File: src/rtl/adc_spi_pkg.sv
// Shared types and width helper for the ADC SPI receiver.
// No logic; latency and backpressure do not apply.
package adc_spi_pkg;

   typedef enum logic {
      IDLE  = 1'b0,
      SHIFT = 1'b1
   } state_t;

   // Counter width for values 0..n-1, never narrower than one bit.
   function automatic int bits_for(input int n);
      return (n > 1) ? $clog2(n) : 1;
   endfunction

endpackage

File: src/rtl/spi_edge_filter.sv
// 2-FF synchroniser plus glitch filter for one async level; level moves after FILT agreeing samples.
// Latency 2+FILT cycles from pin to level/rise/fall; no backpressure, edges are one-cycle pulses.
module spi_edge_filter
   import adc_spi_pkg::*;
#(
   parameter int   FILT        = 3,
   parameter logic RESET_LEVEL = 1'b1
) (
   input  logic clock,
   input  logic reset,
   input  logic async_in,
   output logic level,
   output logic rise,
   output logic fall
);

   localparam int CW = bits_for(FILT);

   logic          sync1;
   logic          sync2;
   logic [CW-1:0] cnt;

   always_ff @(posedge clock or posedge reset) begin
      if (reset) begin
         sync1 <= RESET_LEVEL;
         sync2 <= RESET_LEVEL;
         level <= RESET_LEVEL;
         cnt   <= '0;
         rise  <= 1'b0;
         fall  <= 1'b0;
      end else begin
         sync1 <= async_in;
         sync2 <= sync1;
         rise  <= 1'b0;
         fall  <= 1'b0;
         // Any sample matching the accepted level restarts the run count.
         if (sync2 == level) begin
            cnt <= '0;
         end else if (cnt == CW'(FILT - 1)) begin
            level <= sync2;
            cnt   <= '0;
            rise  <= sync2;
            fall  <= ~sync2;
         end else begin
            cnt <= cnt + CW'(1);
         end
      end
   end

endmodule

File: src/rtl/adc_spi_multi_rx.sv
// SPI slave receiver for multi-channel ADC frames; words reported with channel index.
// data_valid FILT+3 cycles after the sampling SCLK edge; no backpressure, words are pulsed out.
module adc_spi_multi_rx
   import adc_spi_pkg::*;
#(
   parameter int WIDTH       = 16,
   parameter int CHANNELS    = 4,
   parameter int SAMPLE_EDGE = 1,
   parameter int FILT        = 3
) (
   input  logic                          reset,
   input  logic                          clock,
   input  logic                          spi_nss,
   input  logic                          spi_clock_in,
   input  logic                          spi_data_in,
   output logic [WIDTH-1:0]              data_out,
   output logic [bits_for(CHANNELS)-1:0] channel,
   output logic                          data_valid,
   output logic                          frame_done,
   output logic                          frame_error,
   output logic                          busy
);

   localparam int   BW        = bits_for(WIDTH);
   localparam int   CHW       = bits_for(CHANNELS);
   localparam logic SCLK_IDLE = (SAMPLE_EDGE == 0);

   logic sclk_level, sclk_rise, sclk_fall;
   logic nss_level, nss_rise, nss_fall;

   spi_edge_filter #(.FILT(FILT), .RESET_LEVEL(SCLK_IDLE)) u_sclk_filter (
      .clock    (clock),
      .reset    (reset),
      .async_in (spi_clock_in),
      .level    (sclk_level),
      .rise     (sclk_rise),
      .fall     (sclk_fall)
   );

   spi_edge_filter #(.FILT(FILT), .RESET_LEVEL(1'b1)) u_nss_filter (
      .clock    (clock),
      .reset    (reset),
      .async_in (spi_nss),
      .level    (nss_level),
      .rise     (nss_rise),
      .fall     (nss_fall)
   );

   // Only the filtered edges drive this receiver.
   logic unused_levels;
   assign unused_levels = sclk_level ^ nss_level;

   logic            mosi_s1, mosi_s2;
   logic [FILT-1:0] mosi_dly;

   always_ff @(posedge clock or posedge reset) begin
      if (reset) begin
         mosi_s1  <= 1'b0;
         mosi_s2  <= 1'b0;
         mosi_dly <= '0;
      end else begin
         mosi_s1     <= spi_data_in;
         mosi_s2     <= mosi_s1;
         mosi_dly[0] <= mosi_s2;
         for (int i = 1; i < FILT; i++) begin
            mosi_dly[i] <= mosi_dly[i-1];
         end
      end
   end

   logic             samp_edge;
   logic [WIDTH-1:0] shift_reg;
   logic [WIDTH-1:0] shift_next;
   logic [BW-1:0]    bit_cnt;
   logic [CHW-1:0]   ch_cnt;
   state_t           state;

   assign samp_edge  = (SAMPLE_EDGE != 0) ? sclk_rise : sclk_fall;
   assign shift_next = {shift_reg[WIDTH-2:0], mosi_dly[FILT-1]};

   always_ff @(posedge clock or posedge reset) begin
      if (reset) begin
         state       <= IDLE;
         shift_reg   <= '0;
         bit_cnt     <= '0;
         ch_cnt      <= '0;
         data_out    <= '0;
         channel     <= '0;
         data_valid  <= 1'b0;
         frame_done  <= 1'b0;
         frame_error <= 1'b0;
         busy        <= 1'b0;
      end else begin
         data_valid  <= 1'b0;
         frame_done  <= 1'b0;
         frame_error <= 1'b0;
         case (state)
            IDLE: begin
               bit_cnt <= '0;
               ch_cnt  <= '0;
               if (nss_fall) begin
                  state <= SHIFT;
                  busy  <= 1'b1;
               end
            end
            SHIFT: begin
               // Deselect wins over a coincident sampling edge; that bit is dropped.
               if (nss_rise) begin
                  state       <= IDLE;
                  busy        <= 1'b0;
                  frame_error <= (bit_cnt != '0);
                  bit_cnt     <= '0;
                  ch_cnt      <= '0;
               end else if (samp_edge) begin
                  shift_reg <= shift_next;
                  if (bit_cnt == BW'(WIDTH - 1)) begin
                     data_out   <= shift_next;
                     channel    <= ch_cnt;
                     data_valid <= 1'b1;
                     frame_done <= (ch_cnt == CHW'(CHANNELS - 1));
                     bit_cnt    <= '0;
                     ch_cnt     <= (ch_cnt == CHW'(CHANNELS - 1)) ? '0 : ch_cnt + CHW'(1);
                  end else begin
                     bit_cnt <= bit_cnt + BW'(1);
                  end
               end
            end
            default: begin
               state <= IDLE;
               busy  <= 1'b0;
            end
         endcase
      end
   end

endmodule

File: config.mk
export PLATFORM = sky130hd
export DESIGN_NAME = adc_spi_multi_rx
export DESIGN_NICKNAME = d
export VERILOG_FILES = /design/src/rtl/adc_spi_pkg.sv /design/src/rtl/spi_edge_filter.sv /design/src/rtl/adc_spi_multi_rx.sv
export SDC_FILE = /design/constraint.sdc
export NUM_CORES = 1
export LEC_CHECK = 0
export CORE_MARGIN = 3
export CORE_UTILIZATION = 52
export CTS_BUF_LIST = sky130_fd_sc_hd__clkbuf_8
export DETAILED_ROUTE_END_ITERATION = 12
export PLACE_DENSITY = 0.85
export RECOVER_POWER = 25
export SKIP_CTS_REPAIR_TIMING = 1
export SYNTH_ARGS = -nofsm -noshare
export SYNTH_HDL_FRONTEND = slang
export SYNTH_SLANG_ARGS = --single-unit
File: constraint.sdc
create_clock -name clock -period 2.25 [get_ports clock]
set_input_delay 0.675 -clock clock [delete_from_list [all_inputs] [get_ports clock]]
set_output_delay 0.675 -clock clock [all_outputs]
set_load 0.1 [all_outputs]
==> results.md, run 1 <==
- Vert. Die Dim: 72.8 um
- Die ar.: 5310 um2
- Max Buffers Root-to-Sink: 2
- Tcrit/Tclk final: 81.2%
- Drt pass-1 iters: 4
- Worst path top cell family by delay: simple AND/OR/NAND/NOR gates
- Port Buf Inserts: 26
- Synthesized net count: 161
- Setup TNS: 0 ns
- Reg2reg end: data_out[0]
- Clock sink count: 62
- Total GRT Usage: approximately 16%
- Cell count after synthesis: 153
- Synth Area in Simple Gates: 7.38%
- Critical Path End Type: register
- Worst slew pin tran: 0.798 ns
- Worst EP arrival: 2.04 ns
- Area Overhead vs Synth: 18.4%
- Mapped Area: roughly 2300 um2
- HPWL after DPL: ~2.4 mm
- Layout Nets: 194
- Yosys top cell by area: dfrtp_1
- Adder-Cell Fraction of Synth Area: 1.62%
- Post-synthesis average cell area: 15.2 um2
- Largest stage delay on the critical path: 0.48 ns
- Crit Path Category: register to register
- Unique masters post-synth: 28
- Worst min path class: register to register
- Layout cells sized above 1: about two fifths
- Avg WL per Cell: about 15 um
- Vias in the first global route: 1327
- Core Area: 4140 um2
- Worst setup path startpoint: bit_cnt[0]
- Number of synthesized flops with an enable pin: 0
- Mux cell area share after synthesis: 17.8%
- Final hold vios: 0
- Slew HR: 46.8%
- Max reg flops: 16
- Initial DRC count: 61
- Rows: 23
- Critical Path Stages: 4
- # DRC: 0
- Ant. Diodes: 0
- Slew Limit Fails: 0
- Fin crit period: 1.83 ns
- CP endpoint: data_out[0]
- Synth cell count leaders: dfrtp_1, mux2_2, nor2_1
- First-pass GRT wire length: 6.17 mm
- Power per cell area: 870 nW/um2
- Worst R2R Setup Slack: 0.42 ns
- Async set-or-reset flop fraction in the synthesized netlist: 100%
- CP max FO: 20
- Critical register-to-register path startpoint: bit_cnt[0]
- Reg2Reg Depth: 4
- Routability Congestion: 0.661
- Clock Latency Late Sink: between 0.3 and 0.4 ns
- Grt ovf: 0
- Fmax: 547 MHz
- Initial core utilization: 56.1%
- Initial antenna violation count: 0
- Startpoint Class: register
- Yosys top cell area share: 63.5%
- Max Cap Viol: 0
- Buf/Inv on CP: 0
- Clock-pin transition on the worst setup and hold timing paths: 0.06 ns
- Worst vdd rail ir drop: 553 uV
- Largest net degree at the start of global routing: 63
- Complex-gate fraction of the synthesized area: 2.42%
- Fillers: 291
- Status: finished, final reports clean
- Synthesis Warnings: 0
- Most common flop cell mapped by yosys: dfrtp_1
- Final Setup Violations: 0
- FF+latch count, synth: 62
- Num ports: 27
- Most common cell in the netlist: dfrtp_1
- Root Driver: clkbuf_8
- Clk_skew: between 0.006 and 0.007 ns
- Final core occ: roughly 66%
- Area contributors post-synth: dfrtp_1, mux2_2, dfstp_2
- Crit-path cells: ha_1 > nand4_4 > nor2_4 > mux2_2
- Vias per cell: ~5.2
- CTS Buf Count: 9
- Seq/Total Area, Yosys: 66.9%
- RSZ-0062 raised after global routing: false
- Leakage: 1.39 nW
- CP required: 2.46 ns
- Post-synthesis xor/xnor area fraction: less than 1%
- Htree depth: 3
- Detail Route Antenna Nets: 0
- Post-Route WL: 3.55 mm
- Largest family of logic cells by synthesized area: multiplexers
- Die Wd: 72.8 um
- CTS tree: done
- Slowest stage cell, crit path: nor2_4
- Vias post-DR: 1245
## metrics by stage
step                total power [W]  cells  setup slack, ns  hold slack [ns]  cell area [um2]
CTS                         0.00242    241            0.396            0.350             2760
floorplan                   0.00143    153           0.0386            0.331             2320
global placement            0.00145    225            0.541            0.332             2560
finish                      0.00239    241            0.422            0.348             2750
global route                0.00250    241            0.284            0.362             2750
detailed placement          0.00147    225            0.434            0.336             2560
## cell type report
class,count,area [um2],share of cell area [%]
flip-flops and latches,62,1560,56.5
multi-input cells,80,697,25.3
well taps,50,62.6,2.27
repair buffers,27,213,7.73
clock inverters,5,50.0,1.82
inverters,6,22.5,0.819
clock buffers,11,151,5.50
## worst min-delay path by stage
stage               startpoint           to  slack, ns  depth (start not counted)
finish                 mosi_s2  mosi_dly[0]       0.35                          0
global placement       mosi_s1      mosi_s2       0.33                          0
CTS                    mosi_s2  mosi_dly[0]       0.35                          0
global route           mosi_s1      mosi_s2       0.36                          0
detailed placement     mosi_s2  mosi_dly[0]       0.34                          0
floorplan              mosi_s2  mosi_dly[0]       0.33                          0
## per-layer routing
metal | global-route usage [%] | wire (um) | vias to the layer above
met5 | 0 | 0 | -
met3 | 5.10 | 153 | 8
li1 | - | - | 592
met1 | 18.0 | 1440 | 624
met4 | 10.0 | 89 | 0
met2 | 25.5 | 1870 | 21
## power by group
part           total [W]  internal (W)  switching (W)
registers        0.00126       0.00120      0.0000616
logic           0.000184     0.0000775       0.000107
clock network   0.000952      0.000562       0.000390
total            0.00239       0.00184       0.000559
## layout by cell type (no fill, tap or decap), drive strengths merged
cell type and count:
and2 1, nand2b 4, dfrtp 59, nor3b 1, buf 22, nor3 1
a211oi 2, xnor2 1, clkinvlp 1, inv 7, clkinv 2, nor2b 1
and3b 1, or3 1, bufinv 1, dlygate4sd3 4, o21ai 2, mux2 35
or4 1, dfstp 3, mux2i 2, o22ai 1, xor2 1, clkbuf 12
nand2 5, a21oi 5, nand3 2, nand3b 1, nor2 8, nand4 1
ha 3
## cells by family after synthesis
kind of cell	Yosys count
AND/OR/NAND/NOR	28
adder cells (fa/ha/maj)	3
XOR/XNOR	2
AO/OA/AOI/OAI	10
multiplexers	37
buffers and inverters	11
flip-flops	62
Note: power is estimated with default switching activity, not from simulation.
==> inputs of run 2 (changes only) <==
- CORE_UTILIZATION: 52 -> 57
- PLACE_DENSITY: 0.85 -> 0.88
- clock period: 2.25 -> 1.7 ns (I/O delays scaled with it)
==> run 2 against run 1 <==
Compared with the run above:
- global-route usage up 4.1 points
- die area down 8.1%
- via count up 6.3%
- final cell count up 1.2%
- sequential power up 33%
- highest routed layer unchanged
==> results.md, run 2 (synthesis results as in run 1) <==
- Htree depth: 3 (unchanged)
- Area Overhead vs Synth: 33.2% (was 18.4%)
- Max Buffers Root-to-Sink: 2 (unchanged)
- Post-Route WL: 4.18 mm (was 3.55 mm)
- Ant. Diodes: 0 (unchanged)
- CTS Buf Count: 9 (unchanged)
- Critical register-to-register path startpoint: bit_cnt[1] (was bit_cnt[0])
- Vias post-DR: 1323 (was 1245)
- Worst slew pin tran: 0.657 ns (was 0.798 ns)
- Worst min path class: register to register (unchanged)
- Most frequent cells in the layout: dfrtp_1, mux2_2, buf_12, clkbuf_8, nor2_1 (was dfrtp_1, mux2_2, buf_4, clkbuf_8)
- Grt ovf: 0 (unchanged)
- Startpoint Class: register (unchanged)
- Tcrit/Tclk final: 93.9% (was 81.2%)
- CTS tree: done (unchanged)
- Total GRT Usage: 19.8% (was 15.7%)
- FF/Latch Area: 1560 um2 (unchanged)
- Vert. Die Dim: 69.8 um (was 72.8 um)
- Final Setup Violations: 0 (unchanged)
- Multi-input gate area in the final layout: 699 um2 (was 697 um2)
- First-pass GRT wire length: 7.16 mm (was 6.17 mm)
- Clock sink count: 62 (unchanged)
- Initial core utilization: 61.2% (was 56.1%)
- Largest net degree at the start of global routing: 27 (was 63)
- Final hold vios: 0 (unchanged)
- Worst path top cell family by delay: flip-flops (was simple AND/OR/NAND/NOR gates)
- Rows: 22 (was 23)
- Layout Nets: 199 (was 194)
- CP max FO: 10 (was 20)
- Total internal power: 0.00246 W (was 0.00184 W)
- CP required: 1.93 ns (was 2.46 ns)
- Layout cells sized above 1: 43.4% (was 39.8%)
- Crit-path cells: ha_2 > nand4_4 > nor2_4 > buf_4 > mux2_2 (was ha_1 > nand4_4 > nor2_4 > mux2_2)
- Worst EP arrival: 1.82 ns (was 2.04 ns)
- Power per cell area: 1060 nW/um2 (was 870 nW/um2)
- Clk network pwr share: 40.2% (was 39.8%)
- Clock-pin transition on the worst setup and hold timing paths: 0.07 ns (was 0.06 ns)
- RSZ-0062 raised after global routing: false (unchanged)
- Leakage: 1.47 nW (was 1.39 nW)
- # placed instances: 228 (was 225)
- Clock Latency Late Sink: 0.34 ns (was 0.33 ns)
- Slew HR: 56.0% (was 46.8%)
- Design area: 3100 um2 (was 2750 um2)
- Buf/Inv on CP: 1 (was 0)
- Critical Path End Type: register (unchanged)
- Port Buf Inserts: 26 (unchanged)
- Detail Route Antenna Nets: 0 (unchanged)
- HP Start: mosi_dly[0] (was mosi_s2)
- Fillers: 179 (was 291)
- Comb power frac: 8.5% (was 7.7%)
- Slew Limit Fails: 0 (unchanged)
- Met2 wire len: 2.24 mm (was 1.87 mm)
- Sw Ratio: 24.7% (was 23.3%)
- Initial antenna violation count: 0 (unchanged)
- Switching pwr: 0.000806 W (was 0.000559 W)
- # DRC: 0 (unchanged)
- Fmax: 626 MHz (was 547 MHz)
- Setup TNS: 0 ns (unchanged)
- Max reg flops: 16 (unchanged)
- Root Driver: clkbuf_8 (unchanged)
- Hold slack: 0.345 ns (was 0.348 ns)
- Avg WL per Cell: 17.1 um (was 14.7 um)
- Die Wd: 69.8 um (was 72.8 um)
- Vias in the first global route: 1504 (was 1327)
- Largest stage delay on the critical path: 0.41 ns (was 0.48 ns)
- Seq pwr share: 51.2% (was 52.5%)
- Worst vdd rail ir drop: 884 uV (was 553 uV)
- Initial DRC count: 81 (was 61)
- Max Cap Viol: 0 (unchanged)
- Worst setup path startpoint: bit_cnt[1] (was bit_cnt[0])
- Vias per cell: 5.42 (was 5.17)
- Crit Path Category: register to register (unchanged)
- WL met3: 184 um (was 153 um)
- Drt pass-1 iters: 4 (unchanged)
- Num ports: 27 (unchanged)
- Core Area: 3800 um2 (was 4140 um2)
- DR top layer: met4 (unchanged)
- Status: finished, final reports clean (unchanged)
- Commonest non-fill, non-tap cell in the layout: dfrtp_1 (unchanged)
- Routability Congestion: 0.727 (was 0.661)
- Wire length on met1: 1.64 mm (was 1.44 mm)
- Clk_skew: 0.00850 ns (was 0.00642 ns)
- HPWL after DPL: 3.00 mm (was 2.40 mm)
- DP Area: 2900 um2 (was 2560 um2)
- Fin crit period: 1.60 ns (was 1.83 ns)
- Slowest stage cell, crit path: dfrtp_1 (was nor2_4)
- Post-Layout Cell Count: 244 (was 241)
- Die ar.: 4880 um2 (was 5310 um2)
## run 2: worst register-to-register path, stage by stage (launching register included)
cell	delay [ns]
dfrtp_1	0.41
ha_2	0.26
nand4_4	0.13
nor2_4	0.15
buf_4	0.19
mux2_2	0.35
## run 2: stage by stage
| step | setup WS [ns] | utilization (%) | power, W |
|---|---|---|---|
| finish | 0.103 | 81.5 | 0.00327 |
| global route | 0.0191 | 81.5 | 0.00341 |
| CTS | 0.0476 | 81.9 | 0.00331 |
| detailed placement | 0.0636 | 76.4 | 0.00199 |
| global placement | 0.181 | 76.4 | 0.00195 |
| floorplan | 0.266 | - | 0.00189 |
## run 2: path summary, 6_finish.rpt
kind	end	cells after the start	slack, ns
min in group asynchronous	ch_cnt[1]	2	0.68
max in group asynchronous	u_nss_filter.sync1	3	0.22
min	mosi_dly[1]	0	0.35
max	data_out[2]	5	0.10
max reg2reg	data_out[2]	5	0.10
min reg2reg	mosi_dly[1]	0	0.35
## run 2: final cells by class
class | count | share of cell area, %
sequential | 62 | 50.2
clock inverter | 5 | 1.86
inverter | 6 | 0.768
clock buffer | 11 | 4.89
timing repair buffer | 32 | 17.7
multi-input combinational | 80 | 22.6
tap | 48 | 1.94
## run 2: power groups by stage
stage	clock [W]	sequential [W]	combinational, W
CTS	0.00134	0.00168	0.000291
detailed placement	0	0.00170	0.000290
finish	0.00131	0.00167	0.000279
floorplan	0	0.00168	0.000216
global route	0.00142	0.00169	0.000307
global placement	0	0.00168	0.000265
## run 2: per-layer routing
| metal | global-route usage (%) | vias to the layer above |
|---|---|---|
| li1 | - | 598 |
| met1 | 21.8 | 676 |
| met2 | 32.3 | 38 |
| met5 | 0 | - |
| met4 | 13.6 | 0 |
| met3 | 6.52 | 11 |
